[config.mk]
export PLATFORM = sky130hd
export DESIGN_NAME = lfsr_bist_ctrl
export DESIGN_NICKNAME = d
export VERILOG_FILES = /design/src/rtl/lfsr_bist_ctrl.sv
export SDC_FILE = /design/constraint.sdc
export NUM_CORES = 1
export LEC_CHECK = 0
export CAP_MARGIN = 40
export CORE_UTILIZATION = 51
export CTS_CLUSTER_DIAMETER = 80
export CTS_CLUSTER_SIZE = 16
export DETAILED_ROUTE_END_ITERATION = 12
export PLACE_DENSITY = 0.8
export SYNTH_ARGS = -nofsm -noshare
export SYNTH_HDL_FRONTEND = slang
export SYNTH_SLANG_ARGS = --single-unit
[constraint.sdc]
create_clock -name clk -period 2.1 [get_ports clk]
set_input_delay 0.63 -clock clk [delete_from_list [all_inputs] [get_ports clk]]
set_output_delay 0.63 -clock clk [all_outputs]
set_load 0.1 [all_outputs]
[src/rtl/lfsr_bist_ctrl.sv]
// BIST sequencer: seeds a Fibonacci LFSR, streams NUM_PAT patterns, compacts responses in a MISR.
// Optional `define BIST_ABORT_EN adds an abort input that returns the sequencer to IDLE.
module lfsr_bist_ctrl #(
  parameter int               WIDTH   = 3,
  parameter logic [WIDTH-1:0] TAPS    = 3'b110,
  parameter logic [WIDTH-1:0] SEED    = 3'b100,
  parameter int               NUM_PAT = 7,
  parameter logic [WIDTH-1:0] GOLDEN  = 3'b110
) (
  input  logic             clk,
  input  logic             rst,
  input  logic             start,
  output logic [WIDTH-1:0] pat_out,
  output logic             pat_valid,
  input  logic [WIDTH-1:0] resp_in,
  output logic             busy,
  output logic             done,
  output logic             pass,
  output logic [WIDTH-1:0] signature
`ifdef BIST_ABORT_EN
  ,
  input  logic             abort
`endif
);

  localparam int               CW     = $clog2(NUM_PAT + 1);
  // An all-zero LFSR would lock up, so a zero seed is promoted to 1.
  localparam logic [WIDTH-1:0] SEED_V = (SEED == '0) ? WIDTH'(1) : SEED;
  localparam logic [CW-1:0]    LAST   = CW'(NUM_PAT - 1);

  typedef enum logic [2:0] {IDLE, LOAD, RUN, CHECK, DONE} state_t;

  state_t           state;
  logic [WIDTH-1:0] lfsr;
  logic [WIDTH-1:0] misr;
  logic [CW-1:0]    cnt;
  logic             abort_req;

`ifdef BIST_ABORT_EN
  assign abort_req = abort;
`else
  assign abort_req = 1'b0;
`endif

  function automatic logic [WIDTH-1:0] shift_step(input logic [WIDTH-1:0] r);
    return {r[WIDTH-2:0], ^(r & TAPS)};
  endfunction

  assign pat_out   = lfsr;
  assign signature = misr;

  // NOTE: all state and registered outputs use non-blocking assignments so every
  // register samples pre-edge values, independent of statement order.
  always_ff @(posedge clk) begin
    if (rst) begin
      state     <= IDLE;
      lfsr      <= SEED_V;
      misr      <= '0;
      cnt       <= '0;
      pass      <= 1'b0;
      done      <= 1'b0;
      pat_valid <= 1'b0;
      busy      <= 1'b0;
    end else if (abort_req && state != IDLE) begin
      state     <= IDLE;
      pass      <= 1'b0;
      done      <= 1'b0;
      pat_valid <= 1'b0;
      busy      <= 1'b0;
    end else begin
      done <= 1'b0;
      case (state)
        IDLE: begin
          if (start) begin
            state <= LOAD;
            pass  <= 1'b0;
            busy  <= 1'b1;
          end
        end
        LOAD: begin
          lfsr      <= SEED_V;
          misr      <= '0;
          cnt       <= '0;
          state     <= RUN;
          pat_valid <= 1'b1;
        end
        RUN: begin
          misr <= shift_step(misr) ^ resp_in;
          lfsr <= shift_step(lfsr);
          cnt  <= cnt + 1'b1;
          if (cnt == LAST) begin
            state     <= CHECK;
            pat_valid <= 1'b0;
          end
        end
        CHECK: begin
          pass  <= (misr == GOLDEN);
          done  <= 1'b1;
          state <= DONE;
        end
        DONE: begin
          busy  <= 1'b0;
          state <= IDLE;
        end
        default: begin
          state     <= IDLE;
          pat_valid <= 1'b0;
          busy      <= 1'b0;
        end
      endcase
    end
  end

endmodule

==> results of run 1 <==
per-stage QoR:
| stage | cell area [µm²] | cells |
|---|---|---|
| global route | 1000 | 107 |
| finish | 1000 | 107 |
| CTS | 1000 | 107 |
| global placement | 980 | 104 |
| floorplan | 741 | 78 |
| detailed placement | 980 | 104 |
per-layer routing:
metal  wire (µm)  global-route usage
met1         656               0.271
met2         748               0.387
met3          57              0.0833
met4          14              0.0776
met5           0                   0
state kept, by name (all words and copies together) (netlist names):
name and cells:
busy 1, cnt 3, signature 3, pass 1, pat_out 3, done 1
pat_valid 1, state 3
kinds of logic (layout without fill, tap and decap cells):
| group | after synthesis | count (layout) | synth area share |
|---|---|---|---|
| AO/OA/AOI/OAI | 24 | 24 | 0.191 |
| XOR/XNOR | 5 | 5 | 0.0895 |
| adder cells (fa/ha/maj) | 2 | 2 | 0.0338 |
| buffers and inverters | 7 | 21 | 0.0439 |
| flip-flops | 16 | 16 | 0.432 |
| AND/OR/NAND/NOR | 24 | 24 | 0.209 |
final cells by class:
cell class	count	area [µm²]	area share
Tap cell	15	18.8	0.0187
Sequential cell	16	320	0.320
Inverter	2	7.51	0.00749
Multi-Input combinational cell	55	388	0.387
Timing Repair Buffer	16	245	0.245
Clock buffer	3	22.5	0.0225
Yosys cell counts (2+ instances only):
cell	n
inv_1	2
nor2b_1	2
ha_1	2
a21oi_1	10
o21ai_1	7
nand2b_1	4
buf_2	2
nand2_1	7
nor2_1	2
dfxtp_1	16
a211oi_1	2
xor2_1	3
worst paths after layout:
| kind | from | end | slack (ps) | cells past startpoint |
|---|---|---|---|---|
| max | signature[1] | signature[1] | 480 | 1 |
| min | busy | busy | 500 | 2 |
| max reg2reg | state[1] | cnt[2] | 630 | 3 |
| min reg2reg | busy | busy | 500 | 2 |
cells in the final DEF (no fill, tap or decap), types with 2 or more instances in the layout:
cell type        synthesis  layout
nand2_1                  7       7
nor2_1                   2       2
buf_4                    1       2
a21oi_1                 10      10
dfxtp_1                 16      16
o21ai_1                  7       7
xor2_1                   3       3
nor2b_1                  2       2
buf_12                   0       9
ha_1                     2       2
a211oi_1                 2       2
nand2b_1                 4       4
clkdlybuf4s50_1          0       5
inv_1                    2       2
clkbuf_4                 0       3
report_power, final:
part           total [W]  internal, W  switching [W]
Clock           0.000150    0.0000664      0.0000839
Sequential      0.000354     0.000322      0.0000315
Combinational   0.000231    0.0000923       0.000138
Total           0.000735     0.000481       0.000254
==> flow_metrics.tcl, run 1 <==
set metrics [dict create \
    antenna_found_initial 0 \
    place_ws_ps 284 \
    clock_sinks 16 \
    grt_overflow_total 0 \
    crit_buf_inv 1 \
    clk_latency_ps 280 \
    drive_gt1_frac 0.196 \
    final_hold_viol_count 0 \
    rsz0062_at_grt "false" \
    setup_viol 0 \
    relSlewSlack 0.592 \
    final_util 0.751 \
    drv_slew 0 \
    diodes 0 \
    drt_wl_total_um 1480 \
    path_clk_slew_ps 80 \
    layout.nets 102 \
    synth_edf_count 0 \
    cts_tree "yes" \
    grt_pass1_vias 518 \
    yosysSeqAreaShare 0.432 \
    hold_buffers 0 \
    fp-row-count 13 \
    fp.dieW_um 40.1 \
    post_cts_buffers 0 \
    drc 0 \
    clk_path_buf_depth 2 \
    die_area_um2 1610 \
    synth.cell_area_um2 741 \
    dp_hpwl_um 1020 \
    timing.final.crit_share 0.773 \
    synth_top_area_share 0.432 \
    slowest_delay_ps 500 \
    vias 605 \
    fmax_mhz 616 \
    tightest_slew_ps 612 \
    core_area_um2 1330 \
    max_cap_violations 0 \
    synthArstFlopShare 0 \
    p_leak_nw 0.373 \
    netlist_top_cells_area "dfxtp_1 (43%), a21oi_1 (6.8%), o21ai_1 (4.7%)" \
    start_util 0.555 \
    arrival_ps 990 \
    pin_count 16 \
    area_delta_synth_final_pct 35.3 \
    place.gp.congestion 0.660 \
    avgViaCountPerCell 5.65 \
    crit_family "flip-flops" \
    drt_first_pass_iters 3 \
    crit_chain "buf_12" \
    clock_skew_ps 3.96 \
    synth.yosys.warnings 0 \
    synth_area_leader_cell "dfxtp_1" \
    first_iter_violations 10 \
    cts-root-buf "clkbuf_4" \
    track_usage 0.231 \
    min_period_ps 1620 \
    ir_worst_vdd_mv 0.449 \
    critPathCaptureType "output pin" \
    holdWs_ps 499 \
    hp-class "flop to flop" \
    cp.required_ps 1470 \
    setup_ws_ps 477 \
    synthDistinctLibCells 31 \
    worstSetupPathType "flop to output pin" \
    ys.flop_type "dfxtp_1" \
    syn_avg_cell_area_um2 9.50 \
    outcome "completed" \
    p_per_area_nw_per_um2 733 \
    wl_per_cell_um 13.8 \
    cts_resized 0 \
    die_y_um 40.1 \
    worstPathMaxFanout 5 \
    crit_path_start_kind "flop" \
    grt_pass1_wl_um 2340 \
    h-tree-depth 1 \
    cts_made_buffers 3 \
    antenna_left 0 \
    ys_seq_elements 16 \
    syn-num-nets 86 \
    n_fill_cell 103 \
    tns_ps 0 \
    port-buffer-count 15 \
    slowest_stage "dfxtp_1" \
    netlist_instances 78 \
    p_total_w 0.000735 \
    grt_max_degree 18 \
]
Power figures use the tool's default switching activity.
==> run 2: changes to the inputs <==
--- a/config.mk
+++ b/config.mk
@@ -6,11 +6,11 @@
 export NUM_CORES = 1
 export LEC_CHECK = 0
 export CAP_MARGIN = 40
-export CORE_UTILIZATION = 51
+export CORE_UTILIZATION = 47
 export CTS_CLUSTER_DIAMETER = 80
 export CTS_CLUSTER_SIZE = 16
 export DETAILED_ROUTE_END_ITERATION = 12
-export PLACE_DENSITY = 0.8
+export PLACE_DENSITY = 0.75
 export SYNTH_ARGS = -nofsm -noshare
 export SYNTH_HDL_FRONTEND = slang
 export SYNTH_SLANG_ARGS = --single-unit
==> constraint.sdc (replaced) <==
create_clock -name clk -period 1.69 [get_ports clk]
set_input_delay 0.507 -clock clk [delete_from_list [all_inputs] [get_ports clk]]
set_output_delay 0.507 -clock clk [all_outputs]
set_load 0.1 [all_outputs]
==> flow_metrics.tcl, run 2 (synthesis results as in run 1) <==
set metrics [dict create \
    combPwrFrac 0.309 \
    die_area_um2 1740 \
    max_cap_violations 0 \
    switching_share 0.336 \
    dp_hpwl_um 987 \
    p_leak_nw 0.404 \
    setup_viol 0 \
    drive_gt1_frac 0.250 \
    h-tree-depth 1 \
    p_int_w 0.000657 \
    cts_made_buffers 3 \
    grt_pass1_vias 529 \
    die_y_um 41.7 \
    cts-root-buf "clkbuf_4" \
    grt_overflow_total 0 \
    final_hold_viol_count 0 \
    layout.nets 105 \
    post_cts_buffers 0 \
    timing.final.crit_share 0.856 \
    area_delta_synth_final_pct 43.9 \
    hold_buffers 0 \
    drt_wl_total_um 1450 \
    pwr-share-seq 0.436 \
    worstSetupPathType "flop to output pin" \
    track_usage 0.173 \
    fp.dieW_um 41.7 \
    multi_input_area_um2 388 \
    grt_pass1_wl_um 2320 \
    place_area_um2 1030 \
    final_cells 111 \
    drt_first_pass_iters 4 \
    n_fill_cell 90 \
    worstPathMaxFanout 4 \
    clock_sinks 16 \
    ir_worst_vdd_mv 0.695 \
    first_iter_violations 1 \
    place.gp.congestion 0.756 \
    cp.required_ps 1180 \
    antenna_left 0 \
    wl_per_cell_um 13.0 \
    diodes 0 \
    cts_resized 0 \
    crit_buf_inv 1 \
    tightest_slew_ps 454 \
    antenna_found_initial 0 \
    arrival_ps 940 \
    pin_count 16 \
    slowest_stage "dfxtp_1" \
    drc 0 \
    start_util 0.536 \
    slowest_delay_ps 450 \
    path_clk_slew_ps 100 \
    p_per_area_nw_per_um2 929 \
    power.switching_w 0.000333 \
    fp-row-count 13 \
    clk_path_buf_depth 2 \
    crit_family "flip-flops" \
    cts_tree "yes" \
    clock_skew_ps 4.93 \
    avgViaCountPerCell 5.42 \
    seq_area_um2 323 \
    crit_path_start_kind "flop" \
    port-buffer-count 15 \
    final_cell_area_um2 1070 \
    drv_slew 0 \
    placed_cells 107 \
    rsz0062_at_grt "false" \
    hp-class "flop to flop" \
    crit_chain "buf_12" \
    clk_latency_ps 280 \
    min_period_ps 1450 \
    relSlewSlack 0.696 \
    clkPwrFrac 0.255 \
    layout_commonest_cell "dfxtp_1" \
    vias 602 \
    core_area_um2 1380 \
    fmax_mhz 691 \
    grt_max_degree 17 \
    mostFrequentLayoutCells "dfxtp_1 (14), buf_12 (11), a21oi_1 (10)" \
    critPathCaptureType "output pin" \
    outcome "completed" \
]
==> run 2: changes by cell type in the layout (fill, tap and decap cells not counted), sizes merged <==
cell and delta:
clkbuf +1, buf +3
==> run 2: final cells by class <==
cell class | instances | share of cell area
repair buffers | 19 | 0.275
well taps | 15 | 0.0176
clock buffers | 4 | 0.0340
inverters | 2 | 0.00704
multi-input cells | 55 | 0.364
flip-flops and latches | 16 | 0.303
==> run 2: per-stage QoR <==
step	power (W)	TNS (ps)	hold WS, ps	util	setup slack, ps
2_1_floorplan	0.000635	0	466	-	223
3_3_place_gp	0.000743	0	479	0.745	19.3
3_5_place_dp	0.000746	-12.0	486	0.745	-12.0
4_1_cts	0.000999	0	502	0.771	241
5_1_grt	0.00103	0	514	0.771	191
6_report	0.000990	0	502	0.771	243
==> run 2: power groups by stage <==
stage | Combinational [W] | Sequential (W) | Clock, W
after floorplan | 0.0000996 | 0.000535 | 0
after global placement | 0.000303 | 0.000440 | 0
after detailed placement | 0.000306 | 0.000440 | 0
after CTS | 0.000308 | 0.000432 | 0.000259
after global routing | 0.000321 | 0.000435 | 0.000271
final | 0.000306 | 0.000432 | 0.000253
==> run 2: routing by layer <==
metal,global-route usage,vias to the layer above,share of wire
li1,-,310,-
met1,0.214,279,0.49
met2,0.281,11,0.46
met3,0.0696,2,0.042
met4,0.0387,0,0.011
met5,0,-,0
==> run 2: path summary, 6_finish.rpt <==
path                                endpoint  slack [ps]         start  depth (start not counted)
worst max-delay path            signature[0]         240  signature[0]                          1
worst min register to register          busy         500          busy                          2
worst max register to register        cnt[0]         370      state[0]                          4
worst min-delay path                    busy         500          busy                          2
==> patch 1 (flow settings as in run 2) <==
Register the output `pass` once more, cleared by the reset; this adds one clock of latency there. The other outputs are not delayed to match.
--- a/src/rtl/lfsr_bist_ctrl.sv
+++ b/src/rtl/lfsr_bist_ctrl.sv
@@ -32,2 +32,4 @@
 
+  logic pass_s0;
+
   state_t           state;
@@ -59,3 +61,3 @@
       cnt       <= '0;
-      pass      <= 1'b0;
+      pass_s0   <= 1'b0;
       done      <= 1'b0;
@@ -65,3 +67,3 @@
       state     <= IDLE;
-      pass      <= 1'b0;
+      pass_s0   <= 1'b0;
       done      <= 1'b0;
@@ -75,3 +77,3 @@
             state <= LOAD;
-            pass  <= 1'b0;
+            pass_s0 <= 1'b0;
             busy  <= 1'b1;
@@ -96,3 +98,3 @@
         CHECK: begin
-          pass  <= (misr == GOLDEN);
+          pass_s0 <= (misr == GOLDEN);
           done  <= 1'b1;
@@ -113,2 +115,10 @@
 
+  always_ff @(posedge clk) begin
+    if (rst) begin
+      pass <= '0;
+    end else begin
+      pass <= pass_s0;
+    end
+  end
+
 endmodule
Function: same outputs for any inputs over 10 cycles, from zero or initial values and one cycle with rst high; that may be too few to reach the edited logic, so the function may still have changed.
==> patch 1 against run 2 <==
Critical path type unchanged; routed wire length rose by 6.0%; sequential cell count increased by 1; largest power group unchanged; non-clock buffer count did not move; design area unchanged; die area is 4.2% higher; count of clock-buffer cells in the layout fell by 1; worst setup slack got worse by 9.5 ps; total power decreased by 2.4%; clock power decreased by 16%; area after synthesis up 4.4%.
==> patch 1: results (changes against run 2) <==
- Ant diodes: 0 (unchanged)
- Yosys cell types: 27 (-13%)
- Share of cells above drive strength 1: 26.8% (+1.8 points)
- Clock slew seen by the registers of the worst setup and hold paths: 100 ps (about the same)
- Pre-Repair DR Iteration Count: 4 (unchanged)
- Leakage: 0.402 nW (-0.72%)
- Hold_sp: pass_s0
- TritonCTS buffer count: 3 (unchanged)
- Slew margin rel.: 67.9% (-1.7 points)
- HPWL after DPL: 1150 um (+17%)
- Postcts setup bufs: 0 (unchanged)
- Clk Latency, worst-skew pair: 290 ps
- Iter 0 DRT Violations: 12 (+11)
- Buffers on Ports: 15 (unchanged)
- Gp weighted congestion: 0.678 (-10%)
- Clk Tree Root Cell: clkbuf_4
- Flop-to-flop setup slack: 330 ps (-40 ps)
- VDD IR max: 0.459 mV (-34%)
- Worst Hold Endpoint: pass
- H-Tree Depth: 1 (unchanged)
- Worst hold path depth: 1 (-1)
- Reg-to-reg startpoint: state[1]
- Number of global-route vias before repair: 577 (+9.1%)
- Avg Inst Size Synth: 9.79 sq um (+3.1%)
- Commonest cells post-synth: 17 x dfxtp_1, 8 x a21oi_1, 8 x nand2_1, 8 x o21ai_0
- Seq/Total Area, Yosys: 44.0% (+0.77 points)
- Largest net degree at the start of global routing: 17 (unchanged)
- Resized cells post-CTS: 0 (unchanged)
- Register area: 343 sq um (+6.2%)
- Antenna violations before repair: 0 (unchanged)
- Syn. warnings: 0 (unchanged)
- CP max stage cell: dfxtp_1
- Status: finished, final reports clean
- Critical path's top delay family: flip-flops
- Fillers: 123 (+37%)
- Syn_nets: 87 (+1.2%)
- Critical Path Fanout Max: 4 (unchanged)
- GRT Total Usage: 19.1% (+1.9 points)
- Clock skew: 7.32 ps (+2.39 ps)
- Max Buffers Root-to-Sink: 2 (unchanged)
- Routed wire length per instance: 13.5 um (+4.1%)
- Hold Path Class: reg -> reg
- Post-Syn Area: 773 sq um (+4.4%)
- Worst slack, placed: 19.8 ps (+31.8 ps)
- Finished Layout Cells: 113 (+1.8%)
- Hold slack final: 481 ps (-20.8 ps)
- Placed inst area: 0.00104 sq mm (+0.85%)
- Global-route wire length before repair: 2570 um (+11%)
- GR Overflow Total: 0 (unchanged)
- R2R cell count: 4 (unchanged)
- Dominant cells by area after synthesis: dfxtp_1 44%, a21oi_1 5.2%, o21ai_0 5.2%
- Via-to-Cell Ratio: 5.39 (-0.63%)
- CP peak stage delay: 450 ps (about the same)
- P_int: 633 uW (-3.7%)
- Asr flop ratio synth: 0% (unchanged)
- RR Endpoint: pat_out[1]
-- patch 1: changes by cell type after synthesis, sizes merged, moves of 2 or more --
cell,run 2,this run
nor3b,2,4
o21bai,1,3
a21oi,10,8
nand2b,4,2
-- patch 1: power groups by stage --
stage | clock network (mW) | logic, mW | registers, mW
detailed placement | 0 | 0.295 | 0.470
global route | 0.242 | 0.308 | 0.465
finish | 0.212 | 0.295 | 0.460
CTS | 0.220 | 0.295 | 0.460
global placement | 0 | 0.291 | 0.469
floorplan | 0 | 0.0998 | 0.560
-- patch 1: routing by layer --
layer | up-vias | track usage [%] | routed length [um] | part of all wire, %
met1 | 279 | 23.5 | 644 | 42
li1 | 311 | - | - | -
met3 | 0 | 6.47 | 76 | 5.0
met5 | - | 0 | 0 | 0
met2 | 19 | 32.6 | 810 | 53
met4 | 0 | 3.75 | 0 | 0
-- patch 1: worst max path at each step --
| stage | from | end | slack [ps] | cells after the start |
|---|---|---|---|---|
| detailed placement | start | pass_s0 | 20 | 4 |
| global route | signature[0] | signature[0] | 170 | 1 |
| finish | pat_out[1] | pat_out[1] | 230 | 1 |
| CTS | pat_out[1] | pat_out[1] | 230 | 1 |
| floorplan | pat_valid | pat_valid | 200 | 2 |
| global placement | start | pass_s0 | 60 | 4 |
-- patch 1: layout make-up --
type	count	area share, %
inverters	2	0.704
clock buffers	3	2.11
multi-input cells	55	36.4
well taps	16	1.88
repair buffers	19	26.3
flip-flops and latches	17	32.2
clock inverters	1	0.469
-- patch 1: kinds of logic after synthesis --
kind of cell	count (synthesis)	share of synthesized area [%]
xor gates and xnor gates	5	8.58
AOI/OAI and AO/OA	25	20.7
and+or+nand+nor	23	17.6
buffers and inverters	7	5.83
adders and majority gates	2	3.24
DFF	17	44.0
==> patch 2 (flow settings as in run 2) <==
Made on the original files. Add a define of `BIST_ABORT_EN`.
--- a/src/rtl/lfsr_bist_ctrl.sv
+++ b/src/rtl/lfsr_bist_ctrl.sv
@@ -2,2 +2,4 @@
 // Optional `define BIST_ABORT_EN adds an abort input that returns the sequencer to IDLE.
+`define BIST_ABORT_EN
+
 module lfsr_bist_ctrl #(
Ports: changed (added abort); port bits go from 16 to 17. The function was not compared with the original's and may differ.
==> patch 2 against run 2 <==
Total power down 2.3%; largest cell class unchanged; largest power group unchanged; sequential cell count unchanged; critical path depth up 3; via count up 16%; critical endpoint is now pat_out[2]; area after synthesis up 3.7%; worst setup slack worse by 93 ps; routed wire length up 14%; design area up 2.5%; cell count up 12%; core utilization down 5.4 points; die area up 3.5%; register-to-register slack worse by 130 ps.
==> patch 2: results (changes against run 2) <==
- Status: finished, final reports clean
- DRT Wirelength: 1650 um (+14%)
- Global-route wire length before repair: 2770 um (+19%)
- Placed inst area: 0.00106 sq mm (+2.6%)
- Seq/Total Area, Yosys: 41.7% (-1.5 points)
- Number of global-route vias before repair: 605 (+14%)
- Fillers: 111 (+23%)
- Max Buffers Root-to-Sink: 2 (unchanged)
- Share of cells above drive strength 1: 20.4% (-4.6 points)
- CP max stage cell: clkdlybuf4s50_1
- Largest net degree at the start of global routing: 15 (-2)
- RR Endpoint: pass
- H-Tree Depth: 1 (unchanged)
- Avg Inst Size Synth: 8.63 sq um (-9.1%)
- Worst hold path depth: 2 (unchanged)
- Clk Tree Root Cell: clkbuf_4
- GRT Total Usage: 21.0% (+3.8 points)
- CP peak stage delay: 510 ps (+60 ps)
- Dominant cells by area after synthesis: dfxtp_1 42%, a21oi_1 7.8%, o21ai_0 5.9%
- Clk Latency, worst-skew pair: 290 ps
- Clock slew seen by the registers of the worst setup and hold paths: 100 ps (about the same)
- VDD IR max: 0.736 mV (+6.0%)
- Top_reg_cell synth: dfxtp_1
- R2R cell count: 3 (-1)
- Finished Layout Cells: 124 (+12%)
- Hold_sp: cnt[1]
- HPWL after DPL: 1180 um (+20%)
- Worst Hold Endpoint: cnt[1]
- Buffers on Ports: 16 (+1)
- Iter 0 DRT Violations: 16 (+15)
- Slew margin rel.: 64.9% (-4.7 points)
- Gp weighted congestion: 0.715 (-5.3%)
- Critical path arrival: 1730 ps (+790 ps)
- Critical Path Fanout Max: 6 (+2)
- Commonest cells post-synth: 16 x dfxtp_1, 12 x a21oi_1, 10 x nand2_1
- Vias: 701 (+16%)
- Leakage: 0.401 nW (-0.97%)
- Yosys cell types: 30 (-3.2%)
- Pre-Repair DR Iteration Count: 4 (unchanged)
- Flop-to-flop setup slack: 240 ps (-130 ps)
- Clock skew: 5.36 ps (+0.426 ps)
- Syn_nets: 98 (+14%)
==> patch 2: cell count changes in the layout (fill, tap and decap cells not counted), sizes merged, moves of 2 or more <==
| cell | before | now |
|---|---|---|
| or2 | 0 | 2 |
| a31oi | 1 | 3 |
| nor3 | 1 | 3 |
| a21oi | 10 | 12 |
| o21ai | 8 | 10 |
| nand2 | 7 | 10 |
| nand3 | 0 | 2 |
==> patch 2: worst max-delay path: cells and delay by family <==
kind,cells,cell delay [ps]
AND/OR/NAND/NOR,1,500
buffers and inverters,1,510
AO/OA/AOI/OAI,2,210
==> patch 2: power breakdown <==
part / internal, mW / switching [mW]
combinational: 0.113 / 0.164
sequential: 0.398 / 0.0349
clock: 0.131 / 0.126
==> patch 2: how the worst max path moves through the flow <==
stage               start    endpoint  slack [ps]
3_5_place_dp        abort  pat_out[2]        -150
5_1_grt             abort  pat_out[2]          80
6_report            abort  pat_out[2]         150
2_1_floorplan  pat_out[1]  pat_out[2]         110
3_3_place_gp        abort  pat_out[2]        -130
4_1_cts             abort  pat_out[2]         160
==> patch 2: per-layer routing <==
layer,up-vias,share of wire (%),GRT usage (%)
li1,356,-,-
met1,327,49,28.6
met2,13,45,31.1
met3,5,3.3,3.02
met4,0,2.6,13.1
met5,-,0,0
==> patch 2: cell type report <==
| cell class | count | area [sq um] | area share (%) |
|---|---|---|---|
| multi-input combinational | 67 | 419 | 38.4 |
| sequential | 16 | 323 | 29.6 |
| timing repair buffer | 20 | 290 | 26.6 |
| clock buffer | 4 | 36.3 | 3.32 |
| tap | 16 | 20.0 | 1.83 |
| inverter | 1 | 3.75 | 0.344 |
==> patch 2: logic make-up after synthesis <==
| group | share of synthesized area, % |
|---|---|
| AND/OR/NAND/NOR | 23.3 |
| AO/OA/AOI/OAI | 20.4 |
| flip-flops | 41.7 |
| buffers and inverters | 3.75 |
| XOR/XNOR | 7.66 |
| adder cells (fa/ha/maj) | 3.26 |
==> patch 2: stage by stage <==
stage | hold WS [ps] | worst slack [ps] | util (%)
after floorplan | 467 | 111 | -
after global placement | 481 | -135 | 69.3
after detailed placement | 499 | -149 | 69.3
after CTS | 512 | 157 | 71.7
after global routing | 548 | 83.3 | 71.7
final | 508 | 150 | 71.7
